===== config.mk =====
export PLATFORM = sky130hd
export DESIGN_NAME = wb_scoreboard
export DESIGN_NICKNAME = d
export VERILOG_FILES = /design/src/rtl/wb_scoreboard.sv
export SDC_FILE = /design/constraint.sdc
export NUM_CORES = 1
export LEC_CHECK = 0
export ABC_AREA = 1
export ABC_CLOCK_PERIOD_IN_PS = 2550
export CAP_MARGIN = 30
export CORE_MARGIN = 10
export CORE_UTILIZATION = 57
export DETAILED_ROUTE_END_ITERATION = 8
export PLACE_DENSITY = 0.85
export SLEW_MARGIN = 20
export SYNTH_ARGS = -nofsm -noshare
export SYNTH_HDL_FRONTEND = slang
export SYNTH_SLANG_ARGS = --single-unit
export TNS_END_PERCENT = 1

===== constraint.sdc =====
create_clock -name clk -period 2.55 [get_ports clk]
set_clock_uncertainty 0.1 [all_clocks]
set_input_delay 0.51 -clock clk [delete_from_list [all_inputs] [get_ports clk]]
set_output_delay 0.51 -clock clk [all_outputs]
set_load 0.05 [all_outputs]

===== src/rtl/wb_scoreboard.sv =====
// wb_scoreboard: writeback stage in front of the register file.
// It merges single-cycle ALU results with in-order load returns and tracks
// the destination registers of outstanding loads in a small FIFO. The FIFO
// drives per-register pending bits and the issue stall for RAW/WAW hazards.
// ALU results that lose arbitration to a load return are parked in a
// one-entry skid buffer.
// Optional feature: define WB_R0_ZERO_EN to make register 0 hard-wired to
// zero. With it, writes to r0 are consumed but never enabled, and loads to
// r0 are not tracked.
module wb_scoreboard #(
    parameter int RAW      = 3,
    parameter int DW       = 8,
    parameter int LD_DEPTH = 4
) (
    input  logic           clk,
    input  logic           reset,
    input  logic [RAW-1:0] rs_in,
    input  logic [RAW-1:0] rt_in,
    input  logic [RAW-1:0] dst_in,
    output logic           stall_out,
    input  logic           ld_issue_in,
    input  logic           mem_valid_in,
    input  logic [DW-1:0]  mem_data_in,
    input  logic           alu_valid_in,
    input  logic [RAW-1:0] alu_rd_in,
    input  logic [DW-1:0]  alu_data_in,
    output logic           alu_ready_out,
    output logic [RAW-1:0] rd_out,
    output logic           wen_out,
    output logic [DW-1:0]  wrdata_out,
    output logic           err_out
);

    localparam int PW   = $clog2(LD_DEPTH);
    localparam int NREG = 1 << RAW;
    localparam logic [PW:0] PTR_ONE = {{PW{1'b0}}, 1'b1};

`ifdef WB_R0_ZERO_EN
    localparam logic R0_ZERO = 1'b1;
`else
    localparam logic R0_ZERO = 1'b0;
`endif

    // Load FIFO: rd tags plus one valid bit per slot, used for the pending bits.
    logic [RAW-1:0]      ld_rd [LD_DEPTH];
    logic [LD_DEPTH-1:0] ld_vld;
    logic [PW:0]         wr_ptr;
    logic [PW:0]         rd_ptr;
    logic                empty;
    logic                full;
    logic                pop;
    logic                push_req;
    logic                push;
    logic                ld_err;
    logic [NREG-1:0]     pending;

    // One-entry skid buffer for ALU results that lose arbitration.
    logic                skid_valid;
    logic [RAW-1:0]      skid_rd;
    logic [DW-1:0]       skid_data;
    logic                skid_load;
    logic                skid_drain;

    // Writeback selection
    logic                alu_acc;
    logic                sel_valid;
    logic [RAW-1:0]      sel_rd;
    logic [DW-1:0]       sel_data;
    logic                wr_commit;

    // The extra pointer bit separates the full state from the empty state.
    assign empty = (wr_ptr == rd_ptr);
    assign full  = (wr_ptr[PW-1:0] == rd_ptr[PW-1:0]) && (wr_ptr[PW] != rd_ptr[PW]);

    assign pop      = mem_valid_in & ~empty;
    assign push_req = ld_issue_in & ~(R0_ZERO & (dst_in == {RAW{1'b0}}));
    assign push     = push_req & (~full | pop);
    assign ld_err   = (mem_valid_in & empty) | (push_req & full & ~pop);

    // Ready depends only on registered state, so there is no path from valid.
    assign alu_ready_out = ~skid_valid;
    assign alu_acc       = alu_valid_in & ~skid_valid;

    // Pending bits: OR over every live FIFO entry. r0 is masked when hard-wired.
    always_comb begin
        pending = {NREG{1'b0}};
        for (int i = 0; i < LD_DEPTH; i++) begin
            if (ld_vld[i]) begin
                pending[ld_rd[i]] = 1'b1;
            end else begin
                pending = pending;
            end
        end
        if (R0_ZERO) begin
            pending[0] = 1'b0;
        end else begin
            pending = pending;
        end
    end

    assign stall_out = pending[rs_in] | pending[rt_in] | pending[dst_in] | full;

    // Writeback arbitration: load return first, then the skid entry, then a new ALU result.
    always_comb begin
        sel_valid  = 1'b0;
        sel_rd     = {RAW{1'b0}};
        sel_data   = {DW{1'b0}};
        skid_load  = 1'b0;
        skid_drain = 1'b0;
        if (pop) begin
            sel_valid = 1'b1;
            sel_rd    = ld_rd[rd_ptr[PW-1:0]];
            sel_data  = mem_data_in;
            skid_load = alu_acc;
        end else if (skid_valid) begin
            sel_valid  = 1'b1;
            sel_rd     = skid_rd;
            sel_data   = skid_data;
            skid_drain = 1'b1;
        end else if (alu_acc) begin
            sel_valid = 1'b1;
            sel_rd    = alu_rd_in;
            sel_data  = alu_data_in;
        end else begin
            sel_valid = 1'b0;
        end
    end

    assign wr_commit = sel_valid & ~(R0_ZERO & (sel_rd == {RAW{1'b0}}));

    // FIFO pointers and slots. A push to the slot being popped wins, because it is applied last.
    always_ff @(posedge clk) begin
        if (reset) begin
            wr_ptr <= {(PW+1){1'b0}};
            rd_ptr <= {(PW+1){1'b0}};
            ld_vld <= {LD_DEPTH{1'b0}};
            for (int i = 0; i < LD_DEPTH; i++) begin
                ld_rd[i] <= {RAW{1'b0}};
            end
        end else begin
            if (pop) begin
                rd_ptr                  <= rd_ptr + PTR_ONE;
                ld_vld[rd_ptr[PW-1:0]]  <= 1'b0;
            end
            if (push) begin
                wr_ptr                  <= wr_ptr + PTR_ONE;
                ld_rd[wr_ptr[PW-1:0]]   <= dst_in;
                ld_vld[wr_ptr[PW-1:0]]  <= 1'b1;
            end
        end
    end

    // Skid buffer: capture the ALU result that loses to a load; drain it when it is selected.
    always_ff @(posedge clk) begin
        if (reset) begin
            skid_valid <= 1'b0;
            skid_rd    <= {RAW{1'b0}};
            skid_data  <= {DW{1'b0}};
        end else if (skid_load) begin
            skid_valid <= 1'b1;
            skid_rd    <= alu_rd_in;
            skid_data  <= alu_data_in;
        end else if (skid_drain) begin
            skid_valid <= 1'b0;
        end else begin
            skid_valid <= skid_valid;
        end
    end

    // Registered write port. Address and data hold when no write is presented.
    always_ff @(posedge clk) begin
        if (reset) begin
            wen_out    <= 1'b0;
            rd_out     <= {RAW{1'b0}};
            wrdata_out <= {DW{1'b0}};
        end else begin
            wen_out <= wr_commit;
            if (wr_commit) begin
                rd_out     <= sel_rd;
                wrdata_out <= sel_data;
            end
        end
    end

    // Sticky protocol error: a return with no load outstanding, or an issue into a full FIFO.
    always_ff @(posedge clk) begin
        if (reset) begin
            err_out <= 1'b0;
        end else if (ld_err) begin
            err_out <= 1'b1;
        end else begin
            err_out <= err_out;
        end
    end

endmodule


# == After elaboration in Yosys (flattened, before gate mapping) ==
# Memory sizes are Yosys's and may differ from the RTL's. A register that Yosys moved wholly into a read port is not among the register bits.
# Index checks and enable logic that the tools add are counted.
# classes
order_cmp,15
reduce_logical,9
bitwise,21
eq_ne,3
n_mux,49
add_sub_neg,2
# op_table
op,count
8-bit two-way mux,7
"3-bit by 4-bit < comparator with 1-bit output, second input constant",7
8-bit OR,3
1-bit two-way mux,23
1-bit demux with 3-bit select,4
"3-bit by 1-bit greater-or-equal comparator with 1-bit output, second input constant",4
3-bit two-way mux,4
4-bit two-way mux,3
1-bit binary-select mux with 3-bit select,3
1-bit logical AND,7
"3-bit by 1-bit adder with 3-bit output, second input constant",2
1-bit bitwise AND,6
"2-bit by 3-bit < comparator with 1-bit output, second input constant",2
2-bit two-way mux,3
1-bit OR,5
4-bit bitwise AND,1
1-bit demux with 2-bit select,2
"2-bit by 1-bit greater-or-equal comparator with 1-bit output, second input constant",2
1-bit NOT,4
4-bit NOT,1
4-bit OR,1
3-bit equality test,1
3-bit OR reduction,1
2-bit equality test,1
other kinds (2),2
# totals
ramBits,12
input_bits,33
register_bits,35
out_inout_bits,15
wordCells,110
memories,1
# mem_list
name,depth,word_bits,read_ports,rd_ports_with_merged_regs,wr,line_no,rtl
ld_rd,4,3,5,1,4,45,logic [RAW-1:0] ld_rd [LD_DEPTH];

# == Depth between registers and ports, before layout ==
# depth
word_depth,16
mapped_depth,11
ltp_nobuf,11

# == Worst setup path before layout ==
# No wires, ideal clock.
# synth_path
kind,register to output
start,register ld_vld[2]
end,output port stall_out
arrival_time_ns,1.451
path_buffers,1
setup_slack_ns,0.489
t_required_ns,1.940
path_stages_with_launch,12
path_cell_list,dfxtp_1 > clkbuf_1 > nand3_1 > o21ai_0 > nor2_1 > nand2_1 > nand3_1 > nand2_1 > nand2_1 > nand2_1 > nor2_1 > nand2_1
# synth_between
elab_chain_cells,8
elab_cells_between_ends,12
cone_classes,mux (8); bitwise (4)
# synth_rtl
element,line_no,rtl
"start, declared",46,logic [LD_DEPTH-1:0] ld_vld;
"start signal, assigned",136,ld_vld <= {LD_DEPTH{1'b0}};
8-bit two-way mux *,88,if (ld_vld[i]) begin
8-bit OR (no source line),--,
8-bit two-way mux *,88,
1-bit binary-select mux with 3-bit select,101,assign stall_out = pending[rs_in] | pending[rt_in] | pending[dst_in] | full;
1-bit two-way mux (implied by the code),101,
1-bit OR,101,
1-bit OR * (2 in series),101,
"end, declared",20,"output logic stall_out,"
# Mark *: on every way between the ends. The rest lies on a longest branch, timed or not. The select of a mux whose other input is x is not followed.

# == Worst setup path after layout ==
# layout_path
start,input port rt_in[0]
end,output port stall_out
# layout_between
elab_chain_cells,5
# layout_rtl
element,line_no,rtl
"start, declared",18,"input logic [RAW-1:0] rt_in,"
1-bit binary-select mux with 3-bit select,101,
1-bit two-way mux (implied by the code),101,
1-bit OR (3 in series),101,
# No other way between the ends. The select of a mux whose other input is x is not followed.

==> impl_metrics.env <==
export IMPL_drive_above_1_share_pct=9.19
export IMPL_diodes=0
export IMPL_cp_required_ns=1.94
export IMPL_start_util_pct=58.6
export IMPL_fin_nets=486
export IMPL_synthCells=394
export IMPL_rr_endpoint="ld_rd[0][0]$_SDFFCE_PN0P_"
export IMPL_yosys_warnings=0
export IMPL_synth_area_leaders="dfxtp_1, edfxtp_1, nand2_1"
export IMPL_p_leak_nw=1.42
export IMPL_clock_sinks=49
export IMPL_dieArea_um2=8050
export IMPL_clkTransAtPathRegs_ns=0.08
export IMPL_slew_limit_headroom_pct=59.7
export IMPL_final_cell_mix="nand2_1, clkdlybuf4s50_1, o21ai_0, inv_1, nor2_1"
export IMPL_synth_ff_type="dfxtp_1"
export IMPL_final_antenna_net_count=0
export IMPL_overflow=0
export IMPL_synth_edff_count=12
export IMPL_cp_max_fo=5
export IMPL_min_path_type="flop to flop"
export IMPL_cpLargestDelayFamily="buffers and inverters"
export IMPL_pin_count=48
export IMPL_grt_antenna_before_repair=0
export IMPL_die_w_um=89.7
export IMPL_ys_seq_area_share_pct=39.8
export IMPL_fmax_mhz=406
export IMPL_yosys_area_share_simple_pct=31.6
export IMPL_cts_buffer_depth=2
export IMPL_yosysTopAreaCell="dfxtp_1"
export IMPL_path_class="input port to output pin"
export IMPL_muxShareOfSynthArea_pct=0
export IMPL_grt_use_total_pct=19.1
export IMPL_min_to="skid_data[2]$_SDFFE_PP0P_"
export IMPL_setup_viol=0
export IMPL_via_per_inst=5.57
export IMPL_gp_congestion=1.11
export IMPL_finish_instance_area_um2=3500
export IMPL_grt_max_degree=25
export IMPL_peakVddDrop_v=0.000580
export IMPL_arrival_ns=1.85
export IMPL_wl_per_cell_um=14.9
export IMPL_synth_xor_area_share_pct=0.949
export IMPL_drt_iter0_markers=233
export IMPL_cts_max_level=2
export IMPL_synth_compound_area_share_pct=15.2
export IMPL_clock_root_buffer="clkbuf_8"
export IMPL_slowest_stage="clkdlybuf4s50_1"
export IMPL_async_reset_ff_share_pct=0
export IMPL_yosysTopAreaCellShare_pct=26.8
export IMPL_port_buffers=47
export IMPL_status="finished clean"
export IMPL_fin_setup_tns_ns=0
export IMPL_dp_hpwl_um=5760
export IMPL_p_per_area_nw_per_um2=633
export IMPL_power_total_mw=2.22
export IMPL_routed_wl_um=7660
export IMPL_synth_cell_area_um2=2770
export IMPL_finalHoldViolCount=0
export IMPL_firstDrtPassIters=5
export IMPL_clkLatencyLatePin_ns=0.30
export IMPL_drv_slew=0
export IMPL_max_cap_viol_count=0
export IMPL_grt_pass1_vias=2658
export IMPL_synth_top_family_by_area="simple AND/OR/NAND/NOR gates"
export IMPL_numCtsBuffers=5
export IMPL_crit_buf_inv=3
export IMPL_layout_commonest_cell="nand2_1"
export IMPL_drc_errors=0
export IMPL_fill_cells=369
export IMPL_min_path_cells=2
export IMPL_reg2reg_depth=10
export IMPL_finalCritPeriodShare_pct=96.5
export IMPL_grt_first_pass_wirelength_um=12200
export IMPL_coreArea_um2=4720
export IMPL_syn_area_per_cell_um2=7.03
export IMPL_tightest_slew_ns=0.604
export IMPL_area_growth_pct=26.5
export IMPL_rows=25
export IMPL_dpl_cell_area_um2=3320
export IMPL_yosysUniqueCellTypes=25
export IMPL_worst_setup_path_start_kind="input port"
export IMPL_reg2reg_from="wr_ptr[1]$_SDFFE_PP0N_"
export IMPL_max_stage_delay_ns=0.51
export IMPL_rrSetupSlack_ns=0.52
export IMPL_end_kind="output pin"
export IMPL_die_h_um=89.7
export IMPL_cts_hold_buffers_added=0
export IMPL_rsz0062_at_grt="yes"
export IMPL_synth_adder_area_share_pct=3.62
export IMPL_worstHoldStart="skid_data[2]$_SDFFE_PP0P_"
export IMPL_vias=2855
export IMPL_cts_tree="yes"
export IMPL_finalCriticalPeriod_ns=2.46
export IMPL_syn_nets=435
export IMPL_cp_common_cell="nand2_1"
export IMPL_synth_seq_cells=49
export IMPL_crit_path_cell_trace="clkdlybuf4s50_1 > inv_2 > nand4_1 > nand3_1 > nand2_1 > nand2_1 > nand2_1 > nor2_1 > nand2_1 > buf_12"
[registers in the layout (all words and copies together), names as in the netlist, named ones only]
| signal | count |
|---|---|
| skid_data | 8 |
| skid_rd | 3 |
| ld_rd | 12 |
| rd_out | 3 |
| wen_out | 1 |
| skid_valid | 1 |
| rd_ptr | 3 |
| ld_vld | 4 |
| err_out | 1 |
| wrdata_out | 8 |
| wr_ptr | 3 |
[stage by stage]
stage	setup WS, ns	instances	util (%)	hold WS [ns]
2_1_floorplan	0.489	394	-	0.325
3_5_place_dp	0.110	501	70.3	0.338
4_1_cts	0.0196	509	72.5	0.350
6_report	0.0896	513	74.1	0.351
3_3_place_gp	0.155	501	70.3	0.332
5_1_grt	-0.0480	513	74.1	0.367
[worst min-delay path: stages, from the launching register on]
cell     delay (ns)
dfxtp_1        0.30
inv_1          0.05
a21oi_1        0.06
[Yosys cell counts, types with 2 or more instances]
cell type  number
nand2_1        77
nor2_1         48
inv_1          43
o21ai_0        42
dfxtp_1        37
nand4_1        34
nand3_1        33
a21oi_1        23
edfxtp_1       12
clkbuf_1       10
a31oi_1         8
ha_1            8
a22oi_1         3
xnor2_1         3
buf_2           2
buf_6           2
[logic make-up (layout without fill, tap and decap cells)]
family	count (synthesis)	count (layout)
and+or+nand+nor	195	195
AOI/OAI and AO/OA	79	79
buffers and inverters	60	112
DFF	49	49
adders and majority gates	8	8
xor gates and xnor gates	3	3
[power breakdown]
group / leakage [nW] / internal [mW] / switching, mW
Clock: 0.0528 / 0.290 / 0.251
Combinational: 0.936 / 0.263 / 0.450
Sequential: 0.429 / 0.890 / 0.0746
[routing by layer]
metal | wire (um) | vias to the layer above | track usage [%]
li1 | - | 1440 | -
met2 | 3810 | 103 | 33.5
met4 | 76 | 0 | 5.06
met1 | 3380 | 1304 | 23.3
met5 | 0 | - | 0
met3 | 395 | 8 | 3.79
[area by class of cell]
class / count / area, um^2 / share of cell area, %
clock buffers: 6 / 72.6 / 2.07
clock inverters: 2 / 33.8 / 0.965
inverters: 44 / 165 / 4.72
multi-input cells: 285 / 1470 / 42.0
flip-flops and latches: 49 / 1100 / 31.4
well taps: 67 / 83.8 / 2.39
repair buffers: 60 / 576 / 16.4
[how the worst max path moves through the flow]
| stage | startpoint | end | slack, ns | cells after the start |
|---|---|---|---|---|
| after floorplan | ld_vld[2]$_SDFF_PP0_ | stall_out | 0.49 | 11 |
| after global placement | dst_in[0] | stall_out | 0.16 | 10 |
| after detailed placement | rt_in[0] | stall_out | 0.11 | 10 |
| after CTS | ld_rd[1][2]$_SDFFCE_PN0P_ | stall_out | 0.02 | 12 |
| after global routing | ld_rd[0][0]$_SDFFCE_PN0P_ | stall_out | -0.05 | 12 |
| final | rt_in[0] | stall_out | 0.09 | 10 |
[repair_timing]
item / CTS / global route
setup endpoints to repair: 0 / 1
gates resized for setup: 0 / 20
setup buffers: 0 / 4
Note: power is estimated with default switching activity, not from simulation.
